===== src/rtl/gelato_fetch_scheduler.sv =====
`default_nettype none
// ============================================================================
//  Module   : gelato_fetch_scheduler
//  Function : Per-cycle warp selector feeding the instruction fetch stage.
//             Picks one eligible warp (valid PC entry, nothing in flight),
//             registers its PC / split index into a valid/ready fetch
//             request, and marks the warp pending until decode releases it.
//  Options  : GELATO_FETCH_SKD_GTO_EN - greedy-then-oldest arbitration
//             (re-grant the last warp if still eligible); default build is
//             pure round-robin.
//  Revision : 1.0 - initial release
// ============================================================================
module gelato_fetch_scheduler #(
   parameter int WARP_NUM        = 4,
   parameter int PC_WIDTH        = 32,
   parameter int SPLIT_NUM_WIDTH = 2,
   parameter int WARP_NUM_WIDTH  = $clog2(WARP_NUM)
) (
   input  logic                                clk,
   input  logic                                rst,
   input  logic                                rdy,
   input  logic [WARP_NUM-1:0]                 pc_valid,
   input  logic [WARP_NUM*PC_WIDTH-1:0]        pc,
   input  logic [WARP_NUM*SPLIT_NUM_WIDTH-1:0] pc_split_num,
   output logic                                fetch_valid,
   input  logic                                fetch_ready,
   output logic [WARP_NUM_WIDTH-1:0]           fetch_warp_num,
   output logic [PC_WIDTH-1:0]                 fetch_pc,
   output logic [SPLIT_NUM_WIDTH-1:0]          fetch_split_num,
   input  logic                                release_valid,
   input  logic [WARP_NUM_WIDTH-1:0]           release_warp_num,
   output logic [WARP_NUM-1:0]                 pending,
   output logic [15:0]                         stall_cnt
);

   localparam logic [WARP_NUM_WIDTH-1:0] c_LAST_WARP = WARP_NUM_WIDTH'(WARP_NUM - 1);
   localparam logic [15:0]               c_STALL_MAX = 16'hFFFF;

   // Registered state
   logic                       r_fetch_valid;
   logic [WARP_NUM_WIDTH-1:0]  r_fetch_warp_num;
   logic [PC_WIDTH-1:0]        r_fetch_pc;
   logic [SPLIT_NUM_WIDTH-1:0] r_fetch_split_num;
   logic [WARP_NUM-1:0]        r_pending;
   logic [15:0]                r_stall_cnt;
   logic [WARP_NUM_WIDTH-1:0]  r_last_grant;

   // Combinational decisions
   logic [WARP_NUM-1:0]        w_eligible;
   logic                       w_can_load;
   logic                       w_found;
   logic [WARP_NUM_WIDTH-1:0]  w_winner;
   logic [WARP_NUM_WIDTH-1:0]  w_idx;
   logic                       w_grant;
   logic                       w_release;
   logic [WARP_NUM-1:0]        w_grant_mask;
   logic [WARP_NUM-1:0]        w_release_mask;
   logic [PC_WIDTH-1:0]        w_win_pc;
   logic [SPLIT_NUM_WIDTH-1:0] w_win_split;
   logic                       w_stall;

   assign w_eligible = pc_valid & ~r_pending;
   // The output register is free when empty or being drained this cycle.
   assign w_can_load = rdy & (~r_fetch_valid | fetch_ready);
   assign w_grant    = w_can_load & w_found;
   assign w_release  = rdy & release_valid;
   assign w_stall    = rdy & r_fetch_valid & ~fetch_ready;

   // Arbitration: rotating search starting one past the last grant; the last
   // grant itself is examined last (k == WARP_NUM wraps back onto it).
   always_comb begin
      w_found  = 1'b0;
      w_winner = r_last_grant;
      w_idx    = '0;
`ifdef GELATO_FETCH_SKD_GTO_EN
      if (w_eligible[r_last_grant]) begin
         w_found  = 1'b1;
         w_winner = r_last_grant;
      end
`endif
      for (int k = 1; k <= WARP_NUM; k++) begin
         w_idx = r_last_grant + WARP_NUM_WIDTH'(k);
         if (!w_found && w_eligible[w_idx]) begin
            w_found  = 1'b1;
            w_winner = w_idx;
         end
      end
   end

   // Select the winner's PC-table fields (only captured on a grant).
   always_comb begin
      w_win_pc    = pc[int'(w_winner)*PC_WIDTH +: PC_WIDTH];
      w_win_split = pc_split_num[int'(w_winner)*SPLIT_NUM_WIDTH +: SPLIT_NUM_WIDTH];
   end

   // One-hot masks for setting / clearing per-warp pending flags.
   generate
      for (genvar i = 0; i < WARP_NUM; i++) begin : g_mask
         assign w_grant_mask[i]   = w_grant   & (w_winner         == WARP_NUM_WIDTH'(i));
         assign w_release_mask[i] = w_release & (release_warp_num == WARP_NUM_WIDTH'(i));
      end
   endgenerate

   // Fetch request register: load on grant, drop valid when loading with no
   // eligible warp, otherwise hold (covers backpressure and rdy = 0).
   always_ff @(posedge clk or posedge rst) begin
      if (rst) begin
         r_fetch_valid     <= 1'b0;
         r_fetch_warp_num  <= '0;
         r_fetch_pc        <= '0;
         r_fetch_split_num <= '0;
         r_last_grant      <= c_LAST_WARP;
      end else if (w_can_load) begin
         r_fetch_valid <= w_found;
         if (w_found) begin
            r_fetch_warp_num  <= w_winner;
            r_fetch_pc        <= w_win_pc;
            r_fetch_split_num <= w_win_split;
            r_last_grant      <= w_winner;
         end
      end
   end

   // Pending flags: a grant and a release never target the same warp, so the
   // set and clear masks can be combined without priority concerns.
   always_ff @(posedge clk or posedge rst) begin
      if (rst) begin
         r_pending <= '0;
      end else begin
         r_pending <= (r_pending & ~w_release_mask) | w_grant_mask;
      end
   end

   // Saturating backpressure counter.
   always_ff @(posedge clk or posedge rst) begin
      if (rst) begin
         r_stall_cnt <= '0;
      end else if (w_stall && (r_stall_cnt != c_STALL_MAX)) begin
         r_stall_cnt <= r_stall_cnt + 16'd1;
      end
   end

   assign fetch_valid     = r_fetch_valid;
   assign fetch_warp_num  = r_fetch_warp_num;
   assign fetch_pc        = r_fetch_pc;
   assign fetch_split_num = r_fetch_split_num;
   assign pending         = r_pending;
   assign stall_cnt       = r_stall_cnt;

endmodule
`default_nettype wire


===== config.mk =====
export PLATFORM = sky130hd
export DESIGN_NAME = gelato_fetch_scheduler
export DESIGN_NICKNAME = d
export VERILOG_FILES = /design/src/rtl/gelato_fetch_scheduler.sv
export SDC_FILE = /design/constraint.sdc
export NUM_CORES = 1
export LEC_CHECK = 0
export ABC_AREA = 1
export BUFFER_PORTS_ARGS = -buffer_cell sky130_fd_sc_hd__buf_2
export CAP_MARGIN = 20
export CORE_MARGIN = 2
export CORE_UTILIZATION = 45
export DETAILED_ROUTE_END_ITERATION = 8
export PLACE_DENSITY = 0.83
export SYNTH_ARGS = -nofsm -noshare
export SYNTH_HDL_FRONTEND = slang
export SYNTH_SLANG_ARGS = --single-unit

===== constraint.sdc =====
create_clock -name clk -period 3.6 [get_ports clk]
set_input_delay 0.54 -clock clk [delete_from_list [all_inputs] [get_ports clk]]
set_output_delay 0.54 -clock clk [all_outputs]
set_load 0.02 [all_outputs]

# Word level (Yosys, flattened, before mapping)
# Cells that the tools add are included.
# word_totals
ff_bits	59
word_cells	71
# op_classes
add_sub_neg	4
order_cmp	4
eq_ne	7
shifts	2
mux	16
bitwise_logic	21
reduce_logical	10
# ops
operator	count
128-bit by 8-bit indexed part select with 32-bit output	1
16-bit by 1-bit adder with 16-bit output (second input constant)	1
16-bit inequality test (second input constant)	1
1-bit AND	13
2-bit by 3-bit < comparator with 1-bit output (second input constant)	4
4-bit AND	2
1-bit binary-select mux with 2-bit select	4
2-bit == test (second input constant)	4
1-bit 2-to-1 mux	8
2-bit 2-to-1 mux	4
4-bit inverter	2
8-bit by 4-bit indexed part select with 2-bit output	1
2-bit adder (second input constant)	2
2-bit by 1-bit == test with 1-bit output (second input constant)	2
1-bit logical AND	4
2-bit logical NOT	2
4-bit OR	1
1-bit logical NOT	3
2-bit by 1-bit adder with 2-bit output (second input constant)	1
1-bit inverter	2
2-bit AND reduction	1
1-bit OR	1

# Logic depth before layout (Yosys ltp)
# Gate-level depths: netlist of run 1.
# depth
word_depth	17
depth_mapped	15
mapped_depth_nobuf	13

# Least setup slack after synthesis of run 1
# Ideal clock, no wire load.
# synth_path
path_type	register -> register
from	reg r_last_grant[0]
to	reg r_fetch_pc[0], in the netlist fetch_pc[0]
setup_time_ns	0.117
t_arrival_ns	1.757
required_ns	3.483
setup_slack_ns	1.726
path_stages_with_launch	13
n_path_buf	3
period_less_slack_ns	1.874
cell_sequence	dfstp_2 buf_6 nand2_2 nand2_4 nand3_2 nand2_4 nand2_2 nor2_2 a21oi_4 buf_2 buf_4 nand3_1 nand2_1
# synth_via
elab_chain_len	14
elab_cells_between_ends	27
classes_between	add/sub: 3; shift: 1; mux: 16; reduce/logical: 7
# synth_lines
item	line	source
start, declared	46	logic [WARP_NUM_WIDTH-1:0] r_last_grant;
start signal, assigned	112	r_last_grant <= c_LAST_WARP;
start signal, assigned	119	r_last_grant <= w_winner;
2-bit by 1-bit adder with 2-bit output	82	w_idx = r_last_grant + WARP_NUM_WIDTH'(k);
1-bit binary-select mux with 2-bit select	83	if (!w_found && w_eligible[w_idx]) begin
1-bit 2-to-1 mux (implied by the code)	83	
1-bit 2-to-1 mux	83	
1-bit logical NOT	83	
1-bit logical AND	83	
1-bit 2-to-1 mux	83	
1-bit logical NOT	83	
1-bit logical AND	83	
1-bit 2-to-1 mux	83	
1-bit logical NOT	83	
1-bit logical AND	83	
2-bit 2-to-1 mux or 1-bit 2-to-1 mux (tied branches)	83	
128-bit by 8-bit indexed part select with 32-bit output or 2-bit AND reduction (tied branches)	-	
end signal, assigned	117	r_fetch_pc <= w_win_pc;
end, declared	42	logic [PC_WIDTH-1:0] r_fetch_pc;
# Several ways; a longest one is shown, not always the timed one. The select of a mux whose other input is x is not followed.
# A chain may end at the register's enable or synchronous reset.

# Worst setup path in the final report of run 1
# layout_path
from	reg r_last_grant[0]
to	reg r_fetch_pc[12], in the netlist fetch_pc[12]
# The elaborated chain is that of the path after synthesis.

==> metrics.md, run 1 <==
| Metric | Value |
|---|---|
| Status | `finished clean` |
| Hold Crit Class | `primary input to asynchronous set/reset pin` |
| CTS clk-pin slew, worst paths | `0.08 ns` |
| Largest net degree at the start of global routing | `42` |
| CP Cell Sequence | `inv_2 -> nand3_1 -> nand3_2 -> nand2_4 -> nand4_4 -> nand2_4 -> nand2_1 -> nand3_1 -> nand3_1 -> nand2_1` |
| First-pass GRT wire length | `22.1 mm` |
| Ant diodes | `0` |
| Starting Density | `45.9%` |
| Sequential area share after synthesis | `37.5%` |
| I/O pin count | `204` |
| Initial DRT Pass Iterations | `5` |
| Layout cells sized above 1 | `33.3%` |
| GR Util met3 | `6.19%` |
| RSZ-0062 raised after global routing | `false` |
| WS Path Type | `flip-flop to flip-flop` |
| CTS tree | `done` |
| Remaining DRCs | `0` |
| Final setup fails | `0` |
| Slowest cell delay on critical path | `0.69 ns` |
| GR met2 Demand/Resource | `50.1%` |
| Crit-path max FO | `35` |
| Distinct cells, synth | `29` |
| Commonest non-fill, non-tap cell in the layout | `buf_2` |
| Reg-to-reg slack, setup | `0.73 ns` |
| GR Util met1 | `33.1%` |
| Post-Route Skew | `0.0135 ns` |
| Final worst slack | `0.726 ns` |
| Crit path DAT | `3.15 ns` |
| Syn Nets | `709` |
| Final WL | `13.6 mm` |
| Slew of the pin with the lowest slew margin | `0.873 ns` |
| GPL Wtd Cong | `0.899` |
| Maximum root-to-sink buffer count | `2` |
| Vias | `4,782` |
| Final hold viol count | `0` |
| Highest Clock Rate | `348 MHz` |
| Via/cell ratio | `5.57` |
| Area grow syn2layout | `30.4%` |
| CP Data Required Time | `3.88 ns` |
| Clock Latency Late Sink | `0.34 ns` |
| Cts bufs inserted | `9` |
| Buffers added on ports | `203` |
| Initial antenna violation count | `0` |
| Die X | `97.6 um` |
| Congestion Overflow GR | `0` |
| Worst reg2reg path endpoint | `fetch_pc[12]` |
| Synthesis warning total | `0` |
| Leakage power | `2.86 nW` |
| Clock sinks | `59` |
| Routed Antenna Nets | `0` |
| Vias in the first global route | `4,727` |
| Pre-CTS WS | `0.796 ns` |
| Pins Over Slew Limit | `0` |
| Post-synthesis cell count | `561` |
| Max Cap Viol | `0` |
| Die area | `0.00953 sq mm` |
| Reg2Reg Depth | `10` |
| CTS Hold Bufs | `0` |
| Most frequent cells in the layout | `buf_2, nand3_1, nand2_1, dfrtp_1, inv_1` |
| Critical Path End Type | `flip-flop` |
| Crit path top cell by count | `nand3_1` |
| Slowest-stage cell, CP | `dfstp_2` |
| Fin crit share | `79.8%` |
| Layout net count | `894` |
| Slew headroom | `41.7%` |
| Final min period | `2.87 ns` |
| Placed Area | `0.00494 sq mm` |
| Pwr Density | `1150 mW/mm^2` |
| Detail Placement HPWL | `9.60 mm` |
| Reg2reg start | `r_last_grant[0]` |
| H-tree levels | `3` |
| Std-Cell Core Area | `0.00859 sq mm` |
| Setup repair bufs after CTS | `0` |
| CP Launch Type | `flip-flop` |
| Wire per inst | `15.9 um` |
| Rows | `34` |
| Post-route cell area | `0.00515 sq mm` |
| Maximum vdd drop | `535 uV` |
| DR iter-0 viols | `307` |
| GRT busiest layer | `met2` |
| Tot Pwr | `5.91 mW` |
| Total GRT Usage | `28.4%` |
| Post-synthesis instance area | `0.00395 sq mm` |
| Syn avg cell area | `7.03 sq um` |
| Sum Neg Setup Slack | `0 ns` |
| Register bit total from synthesis | `59` |
| Die H | `97.6 um` |
| CTS Root Cell | `clkbuf_8` |
| Post_cts resized | `0` |
how the worst max path moves through the flow:
stage / startpoint / endpoint / slack (ns) / depth (start not counted)
2_1_floorplan: rst / fetch_pc[0] / 1.61 / 1
3_3_place_gp: r_last_grant[0] / fetch_pc[30] / 0.91 / 10
3_5_place_dp: r_last_grant[0] / fetch_pc[12] / 0.80 / 10
4_1_cts: r_last_grant[0] / fetch_split_num[0] / 0.76 / 10
5_1_grt: r_last_grant[0] / fetch_pc[28] / 0.48 / 10
6_report: r_last_grant[0] / fetch_pc[12] / 0.73 / 10
synth_stat cells (all sizes together):
cell | n | area, sq um
dfrtp | 57 | 1430
nor2 | 10 | 40.0
nor4 | 1 | 6.26
nand4 | 3 | 48.8
nand3 | 197 | 1020
a21oi | 4 | 31.3
xor2 | 8 | 70.1
ha | 1 | 12.5
dfstp | 2 | 52.6
a31oi | 2 | 12.5
clkbuf | 1 | 3.75
nand2 | 197 | 810
nor3 | 7 | 35.0
inv | 24 | 90.1
buf | 32 | 186
xnor2 | 6 | 52.6
o21ai | 5 | 25.0
o22ai | 4 | 25.0
sequential cells by signal, summed over array words and instances, names as in the netlist:
name / flops
fetch_pc: 32
fetch_split_num: 2
fetch_valid: 1
fetch_warp_num: 2
pending: 4
r_last_grant: 2
stall_cnt: 16
critical path, delay by kind of cell, from the launching register on:
kind,cells,cell delay [ns]
and+or+nand+nor,9,1.90
DFF,1,0.69
buffers and inverters,1,0.17
final cells by class:
cell class	instances	area, sq um
sequential	59	1480
inverter	24	90.1
clock inverter	5	77.6
timing repair buffer	207	1050
fill	798	3450
multi-input combinational	445	2190
tap	108	135
clock buffer	11	131
cells by family after synthesis:
| kind of cell | count (synthesis) | synth area share, % |
|---|---|---|
| AO/OA/AOI/OAI | 15 | 2.38 |
| XOR/XNOR | 14 | 3.11 |
| adder cells (fa/ha/maj) | 1 | 0.317 |
| buffers and inverters | 57 | 7.10 |
| flip-flops | 59 | 37.5 |
| AND/OR/NAND/NOR | 415 | 49.6 |
layer usage:
| layer | vias to the layer above | share of wire [%] |
|---|---|---|
| met5 | - | 0 |
| met2 | 230 | 51 |
| met4 | 0 | 1.8 |
| li1 | 2248 | - |
| met1 | 2269 | 39 |
| met3 | 35 | 8.7 |
where the power goes:
part / internal (mW) / switching, mW / leakage (nW)
clock network: 0.388 / 0.272 / 0.103
logic: 1.20 / 2.89 / 2.03
registers: 0.960 / 0.191 / 0.732
metrics by stage:
step	hold slack, ns	util (%)	std cells
after floorplan	0.582	-	561
after global placement	0.455	57.5	843
after detailed placement	0.454	57.5	843
after CTS	0.415	59.9	859
after global routing	0.474	59.9	859
final	0.381	59.9	859
Note: power is estimated with default switching activity, not from simulation.
==> inputs of run 2 (changes only) <==
==> constraint.sdc (replaced) <==
create_clock -name clk -period 2.7 [get_ports clk]
set_input_delay 0.405 -clock clk [delete_from_list [all_inputs] [get_ports clk]]
set_output_delay 0.405 -clock clk [all_outputs]
set_load 0.02 [all_outputs]
==> run 2 against run 1 <==
Die area unchanged. Setup slack worse by 0.47 ns. Largest cell class unchanged. Sequential power up 34%. Hold slack worse by 0.10 ns. Global-route usage down 0.34 points. Critical endpoint is now fetch_pc[30]. Final cell count up 1.0%. Register-to-register slack worse by 0.47 ns. Non-clock buffer count up 8. Sequential share of layout area down 0.26 points. Via count down 1.2%. Clock power up 5.0%.
==> metrics.md, run 2 (same netlist as run 1, synthesis figures left out) <==
| Metric | Value |
|---|---|
| Layout cells sized above 1 | `33.9%` |
| Max Cap Viol | `0` |
| Maximum root-to-sink buffer count | `2` |
| Die H | `97.6 um` |
| Area grow syn2layout | `31.6%` |
| Wire per inst | `15.6 um` |
| Std-Cell Core Area | `0.00859 sq mm` |
| Final setup fails | `0` |
| Via/cell ratio | `5.45` |
| Max FFs per register | `32` |
| First-pass GRT wire length | `21.8 mm` |
| Die X | `97.6 um` |
| Buffers added on ports | `203` |
| CTS clk-pin slew, worst paths | `0.07 ns` |
| Status | `finished clean` |
| Post-Route Skew | `0.0103 ns` |
| Pins Over Slew Limit | `0` |
| Rows | `34` |
| Cts bufs inserted | `9` |
| Maximum vdd drop | `847 uV` |
| Worst reg2reg path endpoint | `fetch_pc[30]` |
| Hold Crit Class | `primary input to asynchronous set/reset pin` |
| CTS Hold Bufs | `0` |
| Detail Placement HPWL | `9.98 mm` |
| Slew of the pin with the lowest slew margin | `0.759 ns` |
| Largest net degree at the start of global routing | `60` |
| Leakage power | `2.89 nW` |
| Vias | `4,727` |
| Fin crit share | `90.7%` |
| CP Launch Type | `flip-flop` |
| Core occupancy in the finished layout | `60.4%` |
| Slew headroom | `49.4%` |
| Initial DRT Pass Iterations | `5` |
| Highest Clock Rate | `408 MHz` |
| Layout Cells excl Fill | `868` |
| Reg-to-reg slack, setup | `0.25 ns` |
| Starting Density | `45.9%` |
| Total GRT Usage | `28.1%` |
| Crit path DAT | `2.67 ns` |
| Reg2Reg Depth | `11` |
| CTS tree | `done` |
| Crit-path max FO | `35` |
| Sum Neg Setup Slack | `0 ns` |
| CTS Root Cell | `clkbuf_8` |
| Clock sinks | `59` |
| Layout net count | `902` |
| Pwr Density | `1540 mW/mm^2` |
| Final hold viol count | `0` |
| CP Data Required Time | `2.92 ns` |
| RSZ-0062 raised after global routing | `false` |
| Most frequent cells in the layout | `buf_2, nand3_1, nand2_1, dfrtp_1, inv_1` |
| DP Cell Count | `851` |
| Initial antenna violation count | `1` |
| Routed Antenna Nets | `0` |
| Commonest non-fill, non-tap cell in the layout | `buf_2` |
| Reg2reg start | `r_last_grant[0]` |
| I/O pin count | `204` |
| H-tree levels | `3` |
| WS Path Type | `flip-flop to flip-flop` |
| DR iter-0 viols | `313` |
| Die area | `0.00953 sq mm` |
| Critical Path End Type | `flip-flop` |
| Clock Latency Late Sink | `0.34 ns` |
| Remaining DRCs | `0` |
| Final min period | `2.45 ns` |
| Congestion Overflow GR | `0` |
| Vias in the first global route | `4,577` |
| GPL Wtd Cong | `0.922` |
| Final WL | `13.6 mm` |
run 2: metal layers:
metal  GRT usage, %  vias up  share of wire, %
met2           47.1      287                48
li1               -     2259                 -
met1           34.9     2137                40
met3           4.60       44               8.3
met4           14.0        0               3.8
met5              0        -                 0
run 2: how the worst max path moves through the flow:
stage | start | endpoint | slack (ns)
6_report | r_last_grant[0] | fetch_pc[30] | 0.25
5_1_grt | r_last_grant[0] | fetch_pc[4] | 0.08
4_1_cts | r_last_grant[0] | fetch_pc[30] | 0.18
3_5_place_dp | r_last_grant[0] | fetch_pc[30] | 0.20
3_3_place_gp | r_last_grant[0] | fetch_pc[26] | 0.27
2_1_floorplan | r_last_grant[0] | fetch_pc[0] | 0.83
run 2: per-stage QoR:
step                hold slack [ns]  power [mW]  area (sq um)  setup slack (ns)
detailed placement            0.458        7.20          5010             0.202
global placement              0.452        7.09          5010             0.267
floorplan                     0.582        5.77          3950             0.826
CTS                           0.312        7.92          5170             0.180
finish                        0.279        7.97          5190             0.252
global route                  0.362        8.69          5190            0.0765
run 2: worst max-delay path: stages (launching register included):
cell	delay [ns]
dfstp_2	0.68
inv_2	0.17
nand3_1	0.13
nand3_1	0.09
nand2_2	0.19
nand3_4	0.14
nand2_4	0.31
nand2_8	0.25
nand2_1	0.13
nand3_1	0.08
nand3_1	0.09
nand2_1	0.06
run 2: where the power goes:
part | switching, mW | internal [mW] | leakage [nW] | total, mW
registers | 0.256 | 1.28 | 0.732 | 1.54
clock network | 0.344 | 0.349 | 0.0860 | 0.693
logic | 3.94 | 1.80 | 2.07 | 5.74
total | 4.54 | 3.44 | 2.89 | 7.97
run 2: repair_timing:
item	CTS	global route
endpoints found under the hold margin	0	0
endpoints found under the setup margin	0	12
resized for setup	0	2
buffers inserted	0	0
run 2: cell type report:
type	instances	area, sq um
clock buffers	12	145
diodes	2	5.00
well taps	108	135
repair buffers	215	1120
inverters	24	90.1
multi-input cells	445	2200
fillers	822	3400
flip-flops and latches	59	1480
clock inverters	3	15.0
